--- config.mk ---
export PLATFORM = sky130hd
export DESIGN_NAME = alu_seq_flat
export DESIGN_NICKNAME = d
export VERILOG_FILES = /design/src/rtl/alu_seq_if.sv /design/src/rtl/alu_seq.sv /design/src/flat_wrapper.sv
export SDC_FILE = /design/constraint.sdc
export NUM_CORES = 2
export LEC_CHECK = 0
export BUFFER_PORTS_ARGS = -buffer_cell sky130_fd_sc_hd__buf_2
export CAP_MARGIN = 15
export CELL_PAD_IN_SITES_DETAIL_PLACEMENT = 1
export CELL_PAD_IN_SITES_GLOBAL_PLACEMENT = 2
export CORE_UTILIZATION = 42
export CTS_BUF_LIST = sky130_fd_sc_hd__clkbuf_4
export DETAILED_ROUTE_END_ITERATION = 6
export GPL_TIMING_DRIVEN = 0
export PLACE_DENSITY_LB_ADDON = 0.1
export SETUP_SLACK_MARGIN = 0.3
export SYNTH_ARGS = -nofsm -noshare
export SYNTH_HDL_FRONTEND = slang
export SYNTH_SLANG_ARGS = --single-unit
export TNS_END_PERCENT = 20
--- constraint.sdc ---
create_clock -name clk_i -period 6.1 [get_ports clk_i]
set_input_delay 0.915 -clock clk_i [delete_from_list [all_inputs] [get_ports clk_i]]
set_output_delay 0.915 -clock clk_i [all_outputs]
set_load 0.05 [all_outputs]
--- src/rtl/alu_seq_if.sv ---
// alu_seq_if: operation/result channel of the sequential execute ALU.
//   Request side : in_valid_i/in_ready_o handshake, operands aluA_i/aluB_i,
//                  function code fun_i, set_cc_i, synchronous abort flush_i.
//   Response side: out_valid_o/out_ready_i handshake, result e_valE_o,
//                  flags ZF_o/SF_o/OF_o, architectural CC register cc_o.
// The slave modport belongs to the ALU and the master modport to the issuing stage.
interface alu_seq_if #(
    parameter int unsigned DATA_W = 64,
    parameter int unsigned FUN_W  = 4
);
    logic              in_valid_i;
    logic              in_ready_o;
    logic [DATA_W-1:0] aluA_i;
    logic [DATA_W-1:0] aluB_i;
    logic [FUN_W-1:0]  fun_i;
    logic              set_cc_i;
    logic              flush_i;
    logic              out_valid_o;
    logic              out_ready_i;
    logic [DATA_W-1:0] e_valE_o;
    logic              ZF_o;
    logic              SF_o;
    logic              OF_o;
    logic [2:0]        cc_o;

    modport slave (
        input  in_valid_i, aluA_i, aluB_i, fun_i, set_cc_i, flush_i, out_ready_i,
        output in_ready_o, out_valid_o, e_valE_o, ZF_o, SF_o, OF_o, cc_o
    );

    modport master (
        output in_valid_i, aluA_i, aluB_i, fun_i, set_cc_i, flush_i, out_ready_i,
        input  in_ready_o, out_valid_o, e_valE_o, ZF_o, SF_o, OF_o, cc_o
    );
endinterface

--- src/rtl/alu_seq.sv ---
// alu_seq: handshaked Y86 execute ALU with registered result, iterative
// shift-add multiply, logical/arithmetic shifts and the architectural CC register.
//   clk_i   : clock, rising edge
//   rst_n_i : asynchronous active-low reset
//   bus     : alu_seq_if.slave; accepts one operation at a time and returns the
//             result and flags until the consumer takes them
module alu_seq #(
    parameter int unsigned DATA_W = 64,
    parameter int unsigned FUN_W  = 4
) (
    input  logic     clk_i,
    input  logic     rst_n_i,
    alu_seq_if.slave bus
);
    localparam int unsigned ShW = $clog2(DATA_W);

    localparam logic [FUN_W-1:0] FunAdd = FUN_W'(0);
    localparam logic [FUN_W-1:0] FunSub = FUN_W'(1);
    localparam logic [FUN_W-1:0] FunAnd = FUN_W'(2);
    localparam logic [FUN_W-1:0] FunXor = FUN_W'(3);
    localparam logic [FUN_W-1:0] FunMul = FUN_W'(4);
    localparam logic [FUN_W-1:0] FunShl = FUN_W'(5);
    localparam logic [FUN_W-1:0] FunSar = FUN_W'(6);

    typedef enum logic [1:0] {StIdle, StMul, StDone} state_e;

    state_e            state_q, state_d;
    logic [DATA_W-1:0] res_q, res_d;
    logic              zf_q, zf_d;
    logic              sf_q, sf_d;
    logic              of_q, of_d;
    logic [2:0]        cc_q, cc_d;
    logic              set_cc_q, set_cc_d;
    logic [DATA_W-1:0] acc_q, acc_d;
    logic [DATA_W-1:0] mcand_q, mcand_d;
    logic [DATA_W-1:0] mplier_q, mplier_d;
    logic [ShW-1:0]    cnt_q, cnt_d;

    logic              in_ready;
    logic              accept;
    logic [ShW-1:0]    sh_amt;
    logic [DATA_W-1:0] alu_res;
    logic              alu_of;
    logic [DATA_W-1:0] mul_sum;
    logic              a_msb, b_msb;

    // Single-cycle datapath on the live operands; only used on the accept cycle.
    always_comb begin
        sh_amt  = bus.aluA_i[ShW-1:0];
        a_msb   = bus.aluA_i[DATA_W-1];
        b_msb   = bus.aluB_i[DATA_W-1];
        alu_res = '0;
        alu_of  = 1'b0;
        case (bus.fun_i)
            FunAdd: begin
                alu_res = bus.aluB_i + bus.aluA_i;
                alu_of  = (a_msb == b_msb) && (alu_res[DATA_W-1] != a_msb);
            end
            FunSub: begin
                alu_res = bus.aluB_i - bus.aluA_i;
                alu_of  = (a_msb != b_msb) && (alu_res[DATA_W-1] != b_msb);
            end
            FunAnd: alu_res = bus.aluB_i & bus.aluA_i;
            FunXor: alu_res = bus.aluB_i ^ bus.aluA_i;
            FunShl: alu_res = bus.aluB_i << sh_amt;
            FunSar: alu_res = DATA_W'($signed(bus.aluB_i) >>> sh_amt);
            default: alu_res = '0;
        endcase
    end

    assign mul_sum = mplier_q[0] ? (acc_q + mcand_q) : acc_q;

    always_comb begin
        state_d  = state_q;
        res_d    = res_q;
        zf_d     = zf_q;
        sf_d     = sf_q;
        of_d     = of_q;
        cc_d     = cc_q;
        set_cc_d = set_cc_q;
        acc_d    = acc_q;
        mcand_d  = mcand_q;
        mplier_d = mplier_q;
        cnt_d    = cnt_q;

        in_ready = !bus.flush_i &&
                   ((state_q == StIdle) || ((state_q == StDone) && bus.out_ready_i));
        accept   = bus.in_valid_i && in_ready;

        if (bus.flush_i) begin
            // Abort wins over both handshakes; CC is never touched by a flushed op.
            state_d = StIdle;
        end else begin
            case (state_q)
                StIdle: ;
                StMul: begin
                    acc_d    = mul_sum;
                    mcand_d  = mcand_q << 1;
                    mplier_d = mplier_q >> 1;
                    cnt_d    = cnt_q + 1'b1;
                    // Last partial product folds straight into the result register.
                    if (cnt_q == ShW'(DATA_W - 1)) begin
                        res_d   = mul_sum;
                        zf_d    = (mul_sum == '0);
                        sf_d    = mul_sum[DATA_W-1];
                        of_d    = 1'b0;
                        state_d = StDone;
                    end
                end
                StDone: begin
                    if (bus.out_ready_i) begin
                        if (set_cc_q) begin
                            cc_d = {zf_q, sf_q, of_q};
                        end
                        state_d = StIdle;
                    end
                end
                default: state_d = StIdle;
            endcase

            // A same-cycle accept in DONE overrides the return to IDLE.
            if (accept) begin
                set_cc_d = bus.set_cc_i;
                if (bus.fun_i == FunMul) begin
                    acc_d    = '0;
                    mcand_d  = bus.aluB_i;
                    mplier_d = bus.aluA_i;
                    cnt_d    = '0;
                    state_d  = StMul;
                end else begin
                    res_d   = alu_res;
                    zf_d    = (alu_res == '0);
                    sf_d    = alu_res[DATA_W-1];
                    of_d    = alu_of;
                    state_d = StDone;
                end
            end
        end
    end

    always_ff @(posedge clk_i or negedge rst_n_i) begin
        if (!rst_n_i) begin
            state_q  <= StIdle;
            res_q    <= '0;
            zf_q     <= 1'b1;
            sf_q     <= 1'b0;
            of_q     <= 1'b0;
            cc_q     <= 3'b100;
            set_cc_q <= 1'b0;
            acc_q    <= '0;
            mcand_q  <= '0;
            mplier_q <= '0;
            cnt_q    <= '0;
        end else begin
            state_q  <= state_d;
            res_q    <= res_d;
            zf_q     <= zf_d;
            sf_q     <= sf_d;
            of_q     <= of_d;
            cc_q     <= cc_d;
            set_cc_q <= set_cc_d;
            acc_q    <= acc_d;
            mcand_q  <= mcand_d;
            mplier_q <= mplier_d;
            cnt_q    <= cnt_d;
        end
    end

    assign bus.in_ready_o  = in_ready;
    assign bus.out_valid_o = (state_q == StDone);
    assign bus.e_valE_o    = res_q;
    assign bus.ZF_o        = zf_q;
    assign bus.SF_o        = sf_q;
    assign bus.OF_o        = of_q;
    assign bus.cc_o        = cc_q;
endmodule

--- src/flat_wrapper.sv ---
// flat-port wrapper written by rule: the top's interface ports become plain ports
module alu_seq_flat 
#(
    parameter int unsigned DATA_W = 64,
    parameter int unsigned FUN_W  = 4
)
  (clk_i, rst_n_i, bus_in_valid_i, bus_aluA_i, bus_aluB_i, bus_fun_i, bus_set_cc_i, bus_flush_i, bus_out_ready_i, bus_in_ready_o, bus_out_valid_o, bus_e_valE_o, bus_ZF_o, bus_SF_o, bus_OF_o, bus_cc_o);
  alu_seq_if #(.DATA_W(DATA_W), .FUN_W(FUN_W)) bus_i ();
  input  logic clk_i;
  input  logic rst_n_i;
  input wire logic [$bits(bus_i.in_valid_i)-1:0] bus_in_valid_i;
  input wire logic [$bits(bus_i.aluA_i)-1:0] bus_aluA_i;
  input wire logic [$bits(bus_i.aluB_i)-1:0] bus_aluB_i;
  input wire logic [$bits(bus_i.fun_i)-1:0] bus_fun_i;
  input wire logic [$bits(bus_i.set_cc_i)-1:0] bus_set_cc_i;
  input wire logic [$bits(bus_i.flush_i)-1:0] bus_flush_i;
  input wire logic [$bits(bus_i.out_ready_i)-1:0] bus_out_ready_i;
  output wire logic [$bits(bus_i.in_ready_o)-1:0] bus_in_ready_o;
  output wire logic [$bits(bus_i.out_valid_o)-1:0] bus_out_valid_o;
  output wire logic [$bits(bus_i.e_valE_o)-1:0] bus_e_valE_o;
  output wire logic [$bits(bus_i.ZF_o)-1:0] bus_ZF_o;
  output wire logic [$bits(bus_i.SF_o)-1:0] bus_SF_o;
  output wire logic [$bits(bus_i.OF_o)-1:0] bus_OF_o;
  output wire logic [$bits(bus_i.cc_o)-1:0] bus_cc_o;
  assign bus_i.in_valid_i = bus_in_valid_i;
  assign bus_i.aluA_i = bus_aluA_i;
  assign bus_i.aluB_i = bus_aluB_i;
  assign bus_i.fun_i = bus_fun_i;
  assign bus_i.set_cc_i = bus_set_cc_i;
  assign bus_i.flush_i = bus_flush_i;
  assign bus_i.out_ready_i = bus_out_ready_i;
  assign bus_in_ready_o = bus_i.in_ready_o;
  assign bus_out_valid_o = bus_i.out_valid_o;
  assign bus_e_valE_o = bus_i.e_valE_o;
  assign bus_ZF_o = bus_i.ZF_o;
  assign bus_SF_o = bus_i.SF_o;
  assign bus_OF_o = bus_i.OF_o;
  assign bus_cc_o = bus_i.cc_o;
  alu_seq #(.DATA_W(DATA_W), .FUN_W(FUN_W)) u_core (.clk_i(clk_i), .rst_n_i(rst_n_i), .bus(bus_i));
endmodule
==> metrics.log <==
[metrics] start point of the worst hold path: bus_aluA_i[23]
[metrics] Sw Ratio: between 50% and 60%
[metrics] worst endpoint required time: 7.06 ns
[metrics] sum of overflow across all layers after global routing: 0
[metrics] vias in the first global route: 43900
[metrics] worst-skew pair later-pin latency: 1.05 ns
[metrics] CTS tree: done
[metrics] area inside the core boundary: 0.0826 mm²
[metrics] mean instance size in the synthesized netlist: 7.85 µm²
[metrics] relative contribution of combinational cells to total power: 52.4%
[metrics] Tmin final: 6.20 ns
[metrics] Cells after DPL: 5783
[metrics] width of the die: a little under 300 µm
[metrics] clock tree skew after final layout: 0.141 ns
[metrics] fraction of synthesis flops using an asynchronous set or reset pin: 100%
[metrics] detailed-route via count: around 45000
[metrics] wire length of the first global-routing pass: 331 mm
[metrics] clock sink total: between 200 and 300
[metrics] largest net degree at the start of global routing: about 120
[metrics] Internal: 4.61 mW
[metrics] routed length per placed instance: 39.8 µm
[metrics] part of the total power dissipated in sequential elements: a little over a quarter
[metrics] number of port buffers: 209
[metrics] violated checks: design-rule violations, negative setup slack
[metrics] DRC violation count after routing: 17
[metrics] power share of the clock group: 21.4%
[metrics] number of storage elements in the synthesis netlist: 271
[metrics] Worst Reg2Reg Path Length in Cells: 13
[metrics] GRT Overall Usage: a little over half
[metrics] number of maximum-capacitance violations: 0
[metrics] Critical Path AT: 7.17 ns
[metrics] post-synthesis instance area: between 0.03 and 0.04 mm²
[metrics] Distinct cells, synth: about 120
[metrics] Post-Syn Instances: 4491
[metrics] total power consumption of the routed design: about 9.4 mW
[metrics] Crit Path Category: input port to flop
[metrics] portion of the post-synthesis area used by sequential elements: about a fifth
[metrics] Hold Path Class: input port to flop
[metrics] proportion of layout cells with a drive suffix above 1: 16.4%
[metrics] run status: finished with violations
[metrics] number of nets with antenna violations after detailed routing: 0
[metrics] Synth-to-Final Area Change: 12.7%
[metrics] die height: 292 µm
[metrics] most common flop cell mapped by yosys: sky130_fd_sc_hd__dfrtp_1
[metrics] overall routed net length: 238 mm
[metrics] clock-pin slew of the registers on the worst-case setup and hold paths: 0.06 ns
[metrics] weighted congestion reported at the end of routability-driven placement: 1.21
[metrics] length of the first detailed-routing pass in iterations: 7
[metrics] number of hold-slack violations in the final timing report: 0
[metrics] drt via density: 7.57
[metrics] non-filler instance count after layout: between 5000 and 6000
[metrics] Clock H-tree levels: 3
[metrics] antenna violations before repair: 33
[metrics] Synthesis Warnings: 0
[metrics] timing-limited maximum frequency: 161 MHz
[metrics] RR Startpoint: u_core.mplier_q[0]$_DFFE_PN0N_
[metrics] worst path setup slack after routing: -0.104 ns
[metrics] number of DRC markers after the initial detailed-route iteration: ~7700
[metrics] area enclosed by the die boundary: between 0.08 and 0.09 mm²
[metrics] Core Rows: 105
[metrics] number of top-level pins: 210
[metrics] endpoint kind of the worst setup timing path: flop
[metrics] Worst Hold Endpoint: u_core.mplier_q[23]$_DFFE_PN0N_
[metrics] Hold Crit Depth: 3
[metrics] RSZ-0062 raised after global routing: no
[metrics] capture point of the worst reg-to-reg path: u_core.bus.ZF_o$_DFFE_PN1N_
[metrics] actual transition at the worst max-transition pin: approximately 1.5 ns
[metrics] power spent charging and discharging nets: 4.80 mW
[metrics] period utilisation layout: 102%
[metrics] Cell Pwr Density: 237 mW/mm²
[metrics] root cell of the clock tree: sky130_fd_sc_hd__clkbuf_4
[metrics] post-synthesis net count: 4825
[metrics] leakage: 17.4 nW
[metrics] number of enable flip-flop cells after synthesis: 0
[metrics] Slew headroom: 1.75%
[metrics] Reg2Reg Setup Slack: 0.44 ns
[metrics] TritonCTS Buffers: 80
[metrics] worst supply voltage drop on vdd: 0.152 mV
[metrics] total number of nets in the final design: 5160
[metrics] number of max-slew violations in the final report: 0
[metrics] largest fanout on the critical path: 10
[metrics] final-report setup violation count: 1
[metrics] final-layout fill cell count: 10300
[metrics] Worst Setup Start Kind: input port
[metrics] largest buffer count on any clock path: 3
[metrics] initial core utilization: 42.7%
[metrics] DP HPWL: 186 mm
## metal layers
metal	up-vias	part of all wire [%]	track usage, %	wire [µm]
li1	17900	-	-	-
met1	22200	36	63.9	84800
met2	3911	40	75.9	94100
met3	1211	15	25.2	35700
met4	20	9.7	43.1	23100
met5	-	0.15	1.08	348
## timing repair
action                                  CTS  global route
pin swaps                                12            13
buffers inserted                         12             8
endpoints found under the hold margin    57             0
endpoints found under the setup margin   59             8
resized for setup                        90            37
hold buffers                              1             0
## synthesized netlist by cell type, types with 47 or more instances
| cell type | n | area (µm²) |
|---|---|---|
| sky130_fd_sc_hd__buf_2 | 56 | 280 |
| sky130_fd_sc_hd__o21ai_0 | 275 | 1380 |
| sky130_fd_sc_hd__nor4_1 | 68 | 425 |
| sky130_fd_sc_hd__inv_1 | 279 | 1050 |
| sky130_fd_sc_hd__nand2_1 | 453 | 1700 |
| sky130_fd_sc_hd__nor2_1 | 378 | 1420 |
| sky130_fd_sc_hd__o31ai_1 | 52 | 390 |
| sky130_fd_sc_hd__a222oi_1 | 130 | 1300 |
| sky130_fd_sc_hd__mux2_2 | 70 | 788 |
| sky130_fd_sc_hd__a21oi_1 | 351 | 1760 |
| sky130_fd_sc_hd__a31oi_1 | 47 | 294 |
| sky130_fd_sc_hd__dfrtp_1 | 269 | 6730 |
| sky130_fd_sc_hd__nor3_1 | 92 | 460 |
| sky130_fd_sc_hd__o21bai_1 | 49 | 368 |
| sky130_fd_sc_hd__ha_1 | 193 | 2410 |
| sky130_fd_sc_hd__nand4_1 | 62 | 388 |
| sky130_fd_sc_hd__nand3_1 | 89 | 445 |
| sky130_fd_sc_hd__o22a_1 | 51 | 447 |
| sky130_fd_sc_hd__a211oi_1 | 66 | 495 |
| sky130_fd_sc_hd__mux2i_1 | 171 | 1710 |
| sky130_fd_sc_hd__a21o_1 | 57 | 428 |
| sky130_fd_sc_hd__clkbuf_1 | 206 | 773 |
| sky130_fd_sc_hd__xnor2_1 | 53 | 464 |
| sky130_fd_sc_hd__o22ai_1 | 47 | 294 |
| sky130_fd_sc_hd__mux4_2 | 102 | 2300 |
## sequential cells by signal, indices dropped and copies added (netlist names)
name / cells
u_core.mcand_q: 64
u_core.state_q: 2
u_core.bus.OF_o: 1
u_core.bus.SF_o: 1
u_core.acc_q: 64
u_core.cnt_q: 6
u_core.mplier_q: 64
u_core.bus.e_valE_o: 64
u_core.bus.cc_o: 3
u_core.set_cc_q: 1
u_core.bus.ZF_o: 1
## layout by cell type, fill, tap and decap left out, types with 24 or more instances in the layout
master,count
sky130_fd_sc_hd__xnor2_1,53
sky130_fd_sc_hd__nand4_1,62
sky130_fd_sc_hd__o22ai_1,47
sky130_fd_sc_hd__and3_1,33
sky130_fd_sc_hd__o21bai_1,48
sky130_fd_sc_hd__clkbuf_4,114
sky130_fd_sc_hd__buf_1,25
sky130_fd_sc_hd__nor3_1,88
sky130_fd_sc_hd__mux2i_1,169
sky130_fd_sc_hd__dfrtp_1,269
sky130_fd_sc_hd__o211ai_1,31
sky130_fd_sc_hd__nand3_1,89
sky130_fd_sc_hd__a21oi_1,343
sky130_fd_sc_hd__and2_1,37
sky130_fd_sc_hd__a211oi_1,54
sky130_fd_sc_hd__nor2_1,376
sky130_fd_sc_hd__ha_1,193
sky130_fd_sc_hd__a222oi_1,130
sky130_fd_sc_hd__clkbuf_1,194
sky130_fd_sc_hd__mux2_2,70
sky130_fd_sc_hd__buf_4,36
sky130_fd_sc_hd__buf_2,266
sky130_fd_sc_hd__o21a_1,43
sky130_fd_sc_hd__nor2b_1,40
sky130_fd_sc_hd__o221ai_1,32
sky130_fd_sc_hd__o21ai_0,270
sky130_fd_sc_hd__inv_1,279
sky130_fd_sc_hd__nor4_1,65
sky130_fd_sc_hd__a31oi_1,44
sky130_fd_sc_hd__a221oi_1,35
sky130_fd_sc_hd__o22a_1,50
sky130_fd_sc_hd__or2_2,24
sky130_fd_sc_hd__nand2_1,452
sky130_fd_sc_hd__o31ai_1,51
sky130_fd_sc_hd__mux4_2,102
sky130_fd_sc_hd__a22oi_1,43
sky130_fd_sc_hd__a21o_1,57
## worst max path at each step
stage	start	to	slack (ns)
global placement	bus_aluA_i[4]	u_core.bus.ZF_o$_DFFE_PN1N_	-3.56
global route	bus_aluA_i[3]	u_core.bus.ZF_o$_DFFE_PN1N_	0.28
floorplan	bus_aluA_i[4]	u_core.bus.ZF_o$_DFFE_PN1N_	0.33
detailed placement	bus_aluA_i[4]	u_core.bus.ZF_o$_DFFE_PN1N_	-3.05
finish	bus_aluA_i[0]	u_core.bus.ZF_o$_DFFE_PN1N_	-0.10
CTS	bus_aluA_i[4]	u_core.bus.ZF_o$_DFFE_PN1N_	0.30
## critical path, stage by stage
cell and delay [ns]:
sky130_fd_sc_hd__buf_2 0.13, sky130_fd_sc_hd__buf_4 0.21, sky130_fd_sc_hd__clkinv_4 0.17, sky130_fd_sc_hd__buf_1 0.96, sky130_fd_sc_hd__clkbuf_1 1.01, sky130_fd_sc_hd__mux2i_1 0.64
sky130_fd_sc_hd__mux2i_1 0.45, sky130_fd_sc_hd__o2bb2ai_1 0.23, sky130_fd_sc_hd__nor3_1 0.93, sky130_fd_sc_hd__and3_1 0.37, sky130_fd_sc_hd__and4_1 0.22, sky130_fd_sc_hd__nand4_1 0.29
sky130_fd_sc_hd__nor4_4 0.37, sky130_fd_sc_hd__a31oi_1 0.15, sky130_fd_sc_hd__o31ai_1 0.09
## power groups by stage
stage	sequential (mW)	combinational, mW	clock (mW)
3_5_place_dp	2.47	4.53	0
2_1_floorplan	2.76	2.44	0
6_report	2.47	4.94	2.01
5_1_grt	2.48	5.03	2.09
4_1_cts	2.44	4.61	2.01
3_3_place_gp	2.45	4.45	0
## logic make-up after synthesis
group,synth area share (%)
muxes,13.7
xor gates and xnor gates,1.86
AOI/OAI and AO/OA,31.7
adders and majority gates,7.02
and+or+nand+nor,18.9
DFF,19.2
buffers and inverters,7.58
## metrics by stage
step | area [µm²] | TNS (ns) | util (%) | setup WS [ns] | hold slack, ns
final | 39800 | -0.104 | 48.1 | -0.104 | 0.138
after global routing | 39700 | 0 | 48.1 | 0.282 | 0.156
after CTS | 39400 | 0 | 47.6 | 0.302 | 0.109
after detailed placement | 37800 | -101.09 | 45.8 | -3.05 | 0.479
after global placement | 37700 | -402.09 | 45.6 | -3.56 | 0.462
after floorplan | 35300 | 0 | - | 0.335 | 0.455
## area by class of cell
class | count | area [µm²] | area share (%)
clock buffer | 114 | 856 | 2.15
buffer | 329 | 1710 | 4.29
inverter | 286 | 1080 | 2.72
multi-input combinational | 3605 | 26200 | 66.0
tap | 1070 | 1340 | 3.37
antenna | 21 | 52.6 | 0.132
sequential | 271 | 6780 | 17.1
timing repair buffer | 253 | 1470 | 3.71
clock inverter | 28 | 215 | 0.541
No activity file was read; power rests on OpenSTA's default activity.
